===== src/rtl/iir_output_decimator.sv =====
// Post-filter decimator: drops settling samples, averages 2^LOG2_AVG accepted samples
// into one result and queues results in a small FIFO behind a valid/ready handshake.
module iir_output_decimator #(
    parameter int DATA_W         = 16,
    parameter int LOG2_AVG       = 6,
    parameter int SETTLE_SAMPLES = 256,
    parameter int FIFO_DEPTH     = 4
) (
    input  logic                     clk,
    input  logic                     reset,
    input  logic signed [DATA_W-1:0] x_in,
    input  logic                     x_valid,
    input  logic                     restart,
    output logic signed [DATA_W-1:0] avg_out,
    output logic                     avg_valid,
    input  logic                     avg_ready,
    output logic                     overflow,
    output logic                     settling
);

    localparam int ACC_W   = DATA_W + LOG2_AVG;
    localparam int CNT_W   = (LOG2_AVG > 0) ? LOG2_AVG : 1;
    localparam int SET_W   = (SETTLE_SAMPLES > 1) ? $clog2(SETTLE_SAMPLES) : 1;
    localparam int PTR_W   = $clog2(FIFO_DEPTH);
    localparam int FCNT_W  = PTR_W + 1;

    localparam logic [SET_W-1:0]  SETTLE_LAST = SET_W'((SETTLE_SAMPLES > 0) ? SETTLE_SAMPLES - 1 : 0);
    localparam logic [CNT_W-1:0]  CNT_LAST    = CNT_W'((1 << LOG2_AVG) - 1);
    localparam logic [FCNT_W-1:0] FIFO_FULL   = FCNT_W'(FIFO_DEPTH);

    typedef enum logic {
        ST_SETTLE,
        ST_ACCUM
    } state_t;

    localparam state_t START_STATE = (SETTLE_SAMPLES == 0) ? ST_ACCUM : ST_SETTLE;

    state_t                    state_q, state_d;
    logic [SET_W-1:0]          settle_cnt_q, settle_cnt_d;
    logic [CNT_W-1:0]          sample_cnt_q, sample_cnt_d;
    logic signed [ACC_W-1:0]   acc_q, acc_d;

    logic signed [DATA_W-1:0]  mem_q [FIFO_DEPTH];
    logic signed [DATA_W-1:0]  mem_d [FIFO_DEPTH];
    logic [PTR_W-1:0]          rd_ptr_q, rd_ptr_d;
    logic [PTR_W-1:0]          wr_ptr_q, wr_ptr_d;
    logic [FCNT_W-1:0]         count_q, count_d;

    logic                      overflow_q, overflow_d;
    logic signed [DATA_W-1:0]  avg_out_q, avg_out_d;
    logic                      avg_valid_q, avg_valid_d;
    logic                      settling_q, settling_d;

    logic signed [ACC_W-1:0]   sum;
    logic signed [ACC_W-1:0]   sum_shift;
    logic signed [DATA_W-1:0]  result;
    logic                      result_push;
    logic                      pop;
    logic                      do_push;

    assign sum       = acc_q + ACC_W'(x_in);
    assign sum_shift = sum >>> LOG2_AVG;
    assign result    = sum_shift[DATA_W-1:0];

    // Settle/accumulate control; restart takes priority over a coincident sample.
    always_comb begin
        state_d      = state_q;
        settle_cnt_d = settle_cnt_q;
        sample_cnt_d = sample_cnt_q;
        acc_d        = acc_q;
        result_push  = 1'b0;
        if (restart) begin
            state_d      = START_STATE;
            settle_cnt_d = '0;
            sample_cnt_d = '0;
            acc_d        = '0;
        end else if (x_valid) begin
            case (state_q)
                ST_SETTLE: begin
                    if (settle_cnt_q == SETTLE_LAST) begin
                        state_d      = ST_ACCUM;
                        settle_cnt_d = '0;
                    end else begin
                        settle_cnt_d = settle_cnt_q + SET_W'(1);
                    end
                end
                default: begin
                    if (sample_cnt_q == CNT_LAST) begin
                        result_push  = 1'b1;
                        sample_cnt_d = '0;
                        acc_d        = '0;
                    end else begin
                        sample_cnt_d = sample_cnt_q + CNT_W'(1);
                        acc_d        = sum;
                    end
                end
            endcase
        end
    end

    // A push into a full FIFO still succeeds when the head leaves in the same cycle.
    always_comb begin
        pop        = avg_valid_q & avg_ready;
        do_push    = result_push & ((count_q != FIFO_FULL) | pop);
        overflow_d = overflow_q | (result_push & ~do_push);
        mem_d      = mem_q;
        rd_ptr_d   = rd_ptr_q;
        wr_ptr_d   = wr_ptr_q;
        count_d    = count_q;
        if (do_push) begin
            mem_d[wr_ptr_q] = result;
            wr_ptr_d        = wr_ptr_q + PTR_W'(1);
        end
        if (pop) begin
            rd_ptr_d = rd_ptr_q + PTR_W'(1);
        end
        case ({do_push, pop})
            2'b10:   count_d = count_q + FCNT_W'(1);
            2'b01:   count_d = count_q - FCNT_W'(1);
            default: count_d = count_q;
        endcase
        avg_out_d   = mem_d[rd_ptr_d];
        avg_valid_d = (count_d != '0);
        settling_d  = (state_d == ST_SETTLE);
    end

    always_ff @(posedge clk or posedge reset) begin
        if (reset) begin
            state_q      <= START_STATE;
            settle_cnt_q <= '0;
            sample_cnt_q <= '0;
            acc_q        <= '0;
            mem_q        <= '{default: '0};
            rd_ptr_q     <= '0;
            wr_ptr_q     <= '0;
            count_q      <= '0;
            overflow_q   <= 1'b0;
            avg_out_q    <= '0;
            avg_valid_q  <= 1'b0;
            settling_q   <= (START_STATE == ST_SETTLE);
        end else begin
            state_q      <= state_d;
            settle_cnt_q <= settle_cnt_d;
            sample_cnt_q <= sample_cnt_d;
            acc_q        <= acc_d;
            mem_q        <= mem_d;
            rd_ptr_q     <= rd_ptr_d;
            wr_ptr_q     <= wr_ptr_d;
            count_q      <= count_d;
            overflow_q   <= overflow_d;
            avg_out_q    <= avg_out_d;
            avg_valid_q  <= avg_valid_d;
            settling_q   <= settling_d;
        end
    end

    assign avg_out   = avg_out_q;
    assign avg_valid = avg_valid_q;
    assign overflow  = overflow_q;
    assign settling  = settling_q;

endmodule

===== config.mk =====
export PLATFORM = sky130hd
export DESIGN_NAME = iir_output_decimator
export DESIGN_NICKNAME = d
export VERILOG_FILES = /design/src/rtl/iir_output_decimator.sv
export SDC_FILE = /design/constraint.sdc
export NUM_CORES = 1
export LEC_CHECK = 0
export ABC_AREA = 1
export CAP_MARGIN = 40
export CORE_MARGIN = 4
export CORE_UTILIZATION = 54
export DETAILED_ROUTE_END_ITERATION = 12
export PLACE_DENSITY = 0.76
export SYNTH_ARGS = -nofsm -noshare
export SYNTH_HDL_FRONTEND = slang
export SYNTH_SLANG_ARGS = --single-unit

===== constraint.sdc =====
create_clock -name clk -period 3.7 [get_ports clk]
set_input_delay 0.37 -clock clk [delete_from_list [all_inputs] [get_ports clk]]
set_output_delay 0.37 -clock clk [all_outputs]
set_load 0.02 [all_outputs]

==> metrics.yaml, run 1 <==
status: "complete, no violations"
gp_congestion: 1.00
fp.dieW_um: 123
power_leakage_uw: 0.00448
synthArstFlopShare_pct: 100
layout_commonest_cell: "nand2_1"
grt_pass1_vias: 6141
skew_ps: 7.30
die_h_um: 123
max-cap-violations: 0
hold_buffers: 0
routed_wl_um: 18100
n_antenna_cell: 0
fin_tns_setup_ps: 0
syn_area_sq_mm: 0.00710
ir_drop_mv: 0.333
start_util_pct: 55.8
yosys.area_share.xor_xnor_pct: 2.08
fillers: 1082
synthAdderAreaFrac_pct: 5.50
synth.distinct_cells: 47
synth_top_family_by_area: "simple AND/OR/NAND/NOR gates"
drt_iter0_drc: 568
crit_fanout: 5
nets: 999
cts_tree: "done"
drc_errors: 0
cts_buffers: 17
dpl_cell_area_sq_mm: 0.00768
htree_levels: 4
met1_usage_pct: 34.9
row_count: 41
synth_fp_nets: 951
synth_area_leader_cell: "dfrtp_1"
drive_gt1_share_pct: 8.12
synth-edff-count: 0
first_pass_iters: 6
hp-class: "in2async"
cts_sinks: 127
busiest_layer: "met2"
insertion_delay_ps: 420
timing.critical_path.from_type: "input port"
critPathCaptureType: "flip-flop"
cts_setup_buffers: 0
dieArea_sq_mm: 0.0150
avgSynthCellArea_sq_um: 7.89
slew_violations: 0
fin_util_pct: 65.5
grt_overflow: 0
timing.final.crit_period_ps: 2590
syn_to_final_growth_pct: 17.4
mostFrequentLayoutCells: "nand2_1 (297), nand3_1 (142), dfrtp_1 (126)"
core_sq_mm: 0.0127
ctsResizeCount: 0
io_buffers: 39
critPathRequiredTime_ps: 4060
antenna_left: 0
routed-via-count: 6272
hold_viol: 0
path_clk_slew_ps: 60
pin_count: 40
root_buffer: "clkbuf_16"
synth.yosys.seq_area_share_pct: 44.8
tightest_slew_ps: 803
synth_area_leaders: "dfrtp_1 (44%), nand2_1 (16%), nand3_1 (10%)"
synth_compound_area_share_pct: 7.54
grt_pass1_wl_um: 29800
fmax_mhz: 385
final_area_sq_mm: 0.00834
grt_max_degree: 45
grt_util_met2_pct: 39.8
viasPerCell: 5.54
synthSimpleGateAreaFrac_pct: 32.7
layout_setup_ws_ps: 1110
arrival_ps: 2950
grt_use_met3_pct: 6.22
synth.area.mux_share_pct: 0
clk_path_buf_depth: 2
syn_inst: 900
power.density_mw_per_mm2: 411
setup_viol: 0
yosysWarnings: 0
timing.final.crit_share_pct: 70.1
ys_ff_latch: 127
rsz0062_at_grt: "false"
dp_hpwl_um: 12300
place_ws_ps: 754
synth_ff_type: "dfrtp_1"
track_usage_pct: 25.8
path_class: "in2reg"
slew_headroom_pct: 46.3
yosys.area.top_type_share_pct: 44.4
detail_route.wl_per_cell_um: 16.0
antenna_found_initial: 0
cell families after synthesis:
| family | count (synthesis) |
|---|---|
| buf+inv | 125 |
| flops | 127 |
| xor+xnor | 13 |
| compound gates | 85 |
| simple gates | 520 |
| fa+ha+maj | 30 |
synthesized netlist by cell type, types with 7 or more instances:
cell type / count
nand2_1: 297
nand3_1: 142
dfrtp_1: 126
inv_1: 94
nor2_1: 39
ha_1: 28
o21ai_0: 22
a21oi_1: 21
o211ai_1: 11
a32o_1: 9
buf_2: 8
o21ai_1: 8
clkbuf_1: 7
nand3_2: 7
layout make-up:
| cell class | count | area (sq um) | area share, % |
|---|---|---|---|
| clock buffers | 20 | 457 | 5.48 |
| flip-flops and latches | 127 | 3180 | 38.1 |
| well taps | 172 | 215 | 2.58 |
| repair buffers | 51 | 493 | 5.91 |
| multi-input cells | 648 | 3400 | 40.8 |
| inverters | 103 | 390 | 4.68 |
| clock inverters | 12 | 205 | 2.46 |
state kept, by name, indices dropped and copies added, names as in the netlist:
signal	cells
acc_q	22
avg_out	16
avg_valid	1
count_q	3
mem_q	64
overflow	1
rd_ptr_q	2
sample_cnt_q	6
settle_cnt_q	8
settling	1
state_q	1
wr_ptr_q	2
final timing paths:
kind | from | to | slack [ps] | cells after the start
worst max-delay path | x_in[0] | avg_out[2] | 1110 | 14
worst min-delay path | reset | acc_q[18] | 450 | 2
worst max register to register | acc_q[0] | avg_out[2] | 1160 | 13
worst min register to register | mem_q[63] | mem_q[63] | 470 | 2
max in group asynchronous | reset | wr_ptr_q[0] | 2300 | 4
min in group clk | mem_q[63] | mem_q[63] | 470 | 2
per-layer routing:
layer | vias up | share of wire [%]
met5 | - | 0
met4 | 0 | 2.5
met3 | 45 | 6.9
met2 | 232 | 46
met1 | 2964 | 45
li1 | 3031 | -
critical path, cell delays in order:
cell and delay, ps:
clkdlybuf4s50_1 460, ha_1 230, inv_1 70, fa_1 410
inv_1 100, nand3_1 70, nand3_1 180, nand2_1 70
nand2_1 170, xor2_2 400, nand2_1 120, nand2_1 110
o211ai_1 90, nand2_1 80
through the flow:
stage	hold slack [ps]	cells	total power, uW
5_1_grt	484	1133	3510
3_3_place_gp	458	1101	1570
6_report	454	1133	3420
2_1_floorplan	443	900	1510
3_5_place_dp	463	1101	1570
4_1_cts	472	1133	3440
power breakdown:
group | internal [uW] | switching (uW)
Clock | 1230 | 643
Combinational | 49.0 | 102
Sequential | 1390 | 2.89
Total | 2680 | 748
Note: power is estimated with default switching activity, not from simulation.
==> inputs of run 2 (changes only) <==
clock period = 2.15 ns   (was 3.7 ns; I/O delays follow)
==> metrics.yaml, run 2 (synthesis gave the netlist of run 1 again) <==
final_area_sq_mm: 0.00978
mostFrequentLayoutCells: "nand2_1 (263), dfrtp_1 (125), nand3_1 (114)"
grt_pass1_vias: 6656
dr.max_layer_used: "met4"
drive_gt1_share_pct: 27.2
status: "finished, violations left"
timing.final.crit_share_pct: 106
clk_path_buf_depth: 2
slowest_stage: "dfrtp_1"
slew_headroom_pct: 66.8
drt_iter0_drc: 673
timing.rr.start: "sample_cnt_q[1]"
syn_to_final_growth_pct: 37.8
pin_count: 40
power_leakage_uw: 0.00517
nets: 1103
arrival_ps: 2570
drc_errors: 0
violations: "setup timing"
grt_max_degree: 69
largest_register_ffs: 64
max-cap-violations: 0
n_antenna_cell: 0
antenna_left: 0
routed-via-count: 7021
hp-class: "in2async"
wl_met3_um: 1750
startpoint: "sample_cnt_q[1]"
row_count: 41
viasPerCell: 5.68
slew_violations: 0
crit_path_cell_trace: "ha_2 -> nand2_2 -> nor2_4 -> nand2_4 -> nor2_8 -> nand3_4 -> ha_4 -> inv_2 -> fa_2 -> a21oi_2 -> o21ai_1 -> xnor2_1 -> or3_1"
cts_sinks: 127
power.density_mw_per_mm2: 586
fin_tns_setup_ps: -132
io_buffers: 39
tightest_slew_ps: 498
ir_drop_mv: 0.729
timing.critical_path.from_type: "flip-flop"
cts_buffers: 17
dp_hpwl_um: 13300
grt_overflow: 0
fillers: 845
path_clk_slew_ps: 60
rsz0062_at_grt: "true"
crit_fanout: 2
detail_route.wl_per_cell_um: 17.2
skew_ps: 11.0
dieArea_sq_mm: 0.0150
core_sq_mm: 0.0127
fp.dieW_um: 123
layout_setup_ws_ps: -126
root_buffer: "clkbuf_16"
regMostFlops: "mem_q"
critPathCaptureType: "flip-flop"
ff_latch_area_sq_mm: 0.00318
cts_tree: "done"
track_usage_pct: 27.3
start_util_pct: 55.8
dr_wl_met2_um: 10100
die_h_um: 123
path_class: "reg2reg"
power.total_uw: 5730
first_pass_iters: 6
routed_wl_um: 21200
fmax_mhz: 439
gp_congestion: 0.911
dpl_cell_area_sq_mm: 0.00845
wl_met1_um: 8700
antenna_found_initial: 0
layout_commonest_cell: "nand2_1"
timing.final.crit_period_ps: 2280
hold_viol: 0
hold_buffers: 0
critical-path-max-stage-delay_ps: 390
place_ws_ps: -499
critPathRequiredTime_ps: 2440
grt_pass1_wl_um: 31700
htree_levels: 4
insertion_delay_ps: 430
multi_input_area_sq_mm: 0.00404
setup_viol: 3
[run 2: changes by cell type in the layout (fill, tap and decap cells not counted), moves of 8 or more]
cell | before | now
nor2_2 | 1 | 9
ha_4 | 0 | 15
nand2_2 | 4 | 27
buf_4 | 11 | 106
nand3_2 | 7 | 30
nand2_4 | 0 | 10
nor2_1 | 39 | 29
ha_1 | 28 | 11
a21oi_1 | 21 | 12
nand3_1 | 142 | 114
nand2_1 | 297 | 263
a21oi_2 | 0 | 9
[run 2: metrics by stage]
| step | std cells | hold WS (ps) | util [%] |
|---|---|---|---|
| 2_1_floorplan | 900 | 393 | - |
| 3_3_place_gp | 1195 | 454 | 66.4 |
| 3_5_place_dp | 1195 | 457 | 66.4 |
| 4_1_cts | 1229 | 30.1 | 71.9 |
| 5_1_grt | 1237 | 33.2 | 76.9 |
| 6_report | 1237 | 42.1 | 76.9 |
[run 2: critical path: cells and delay by family (launching register included)]
| kind | cells | cell delay (ps) |
|---|---|---|
| AOI/OAI and AO/OA | 2 | 200 |
| xor gates and xnor gates | 1 | 140 |
| adders and majority gates | 3 | 670 |
| buffers and inverters | 1 | 40 |
| DFF | 1 | 390 |
| and+or+nand+nor | 6 | 700 |
[run 2: per-layer routing]
metal / vias to the layer above / GRT usage (%)
li1: 3252 / -
met1: 3343 / 36.5
met2: 350 / 43.0
met3: 76 / 6.36
met4: 0 / 11.1
met5: - / 0
[run 2: final timing paths]
kind | to | slack, ps | cells past startpoint
setup / recovery | avg_valid | -130 | 13
hold / removal | acc_q[19] | 40 | 2
setup reg to reg | avg_valid | -130 | 13
hold reg to reg | mem_q[60] | 470 | 2
max in group asynchronous | avg_valid | 1370 | 3
min in group clk | mem_q[60] | 470 | 2
[run 2: where the power goes]
group	leakage, uW	internal [uW]	switching, uW
Combinational	0.00318	161	225
Sequential	0.00170	2400	5.35
Clock	0.000290	1840	1100
[run 2: cell type report]
| class | count | area share, % |
|---|---|---|
| clock inverter | 10 | 1.25 |
| tap | 172 | 2.20 |
| timing repair buffer | 155 | 13.7 |
| clock buffer | 22 | 4.95 |
| inverter | 103 | 4.09 |
| multi-input combinational | 648 | 41.3 |
| sequential | 127 | 32.5 |
[run 2: what timing repair did]
item	4_1_cts	5_1_grt
pin swaps	1	29
resized for setup	20	120
buffers inserted	2	8
setup endpoints to repair	19	45
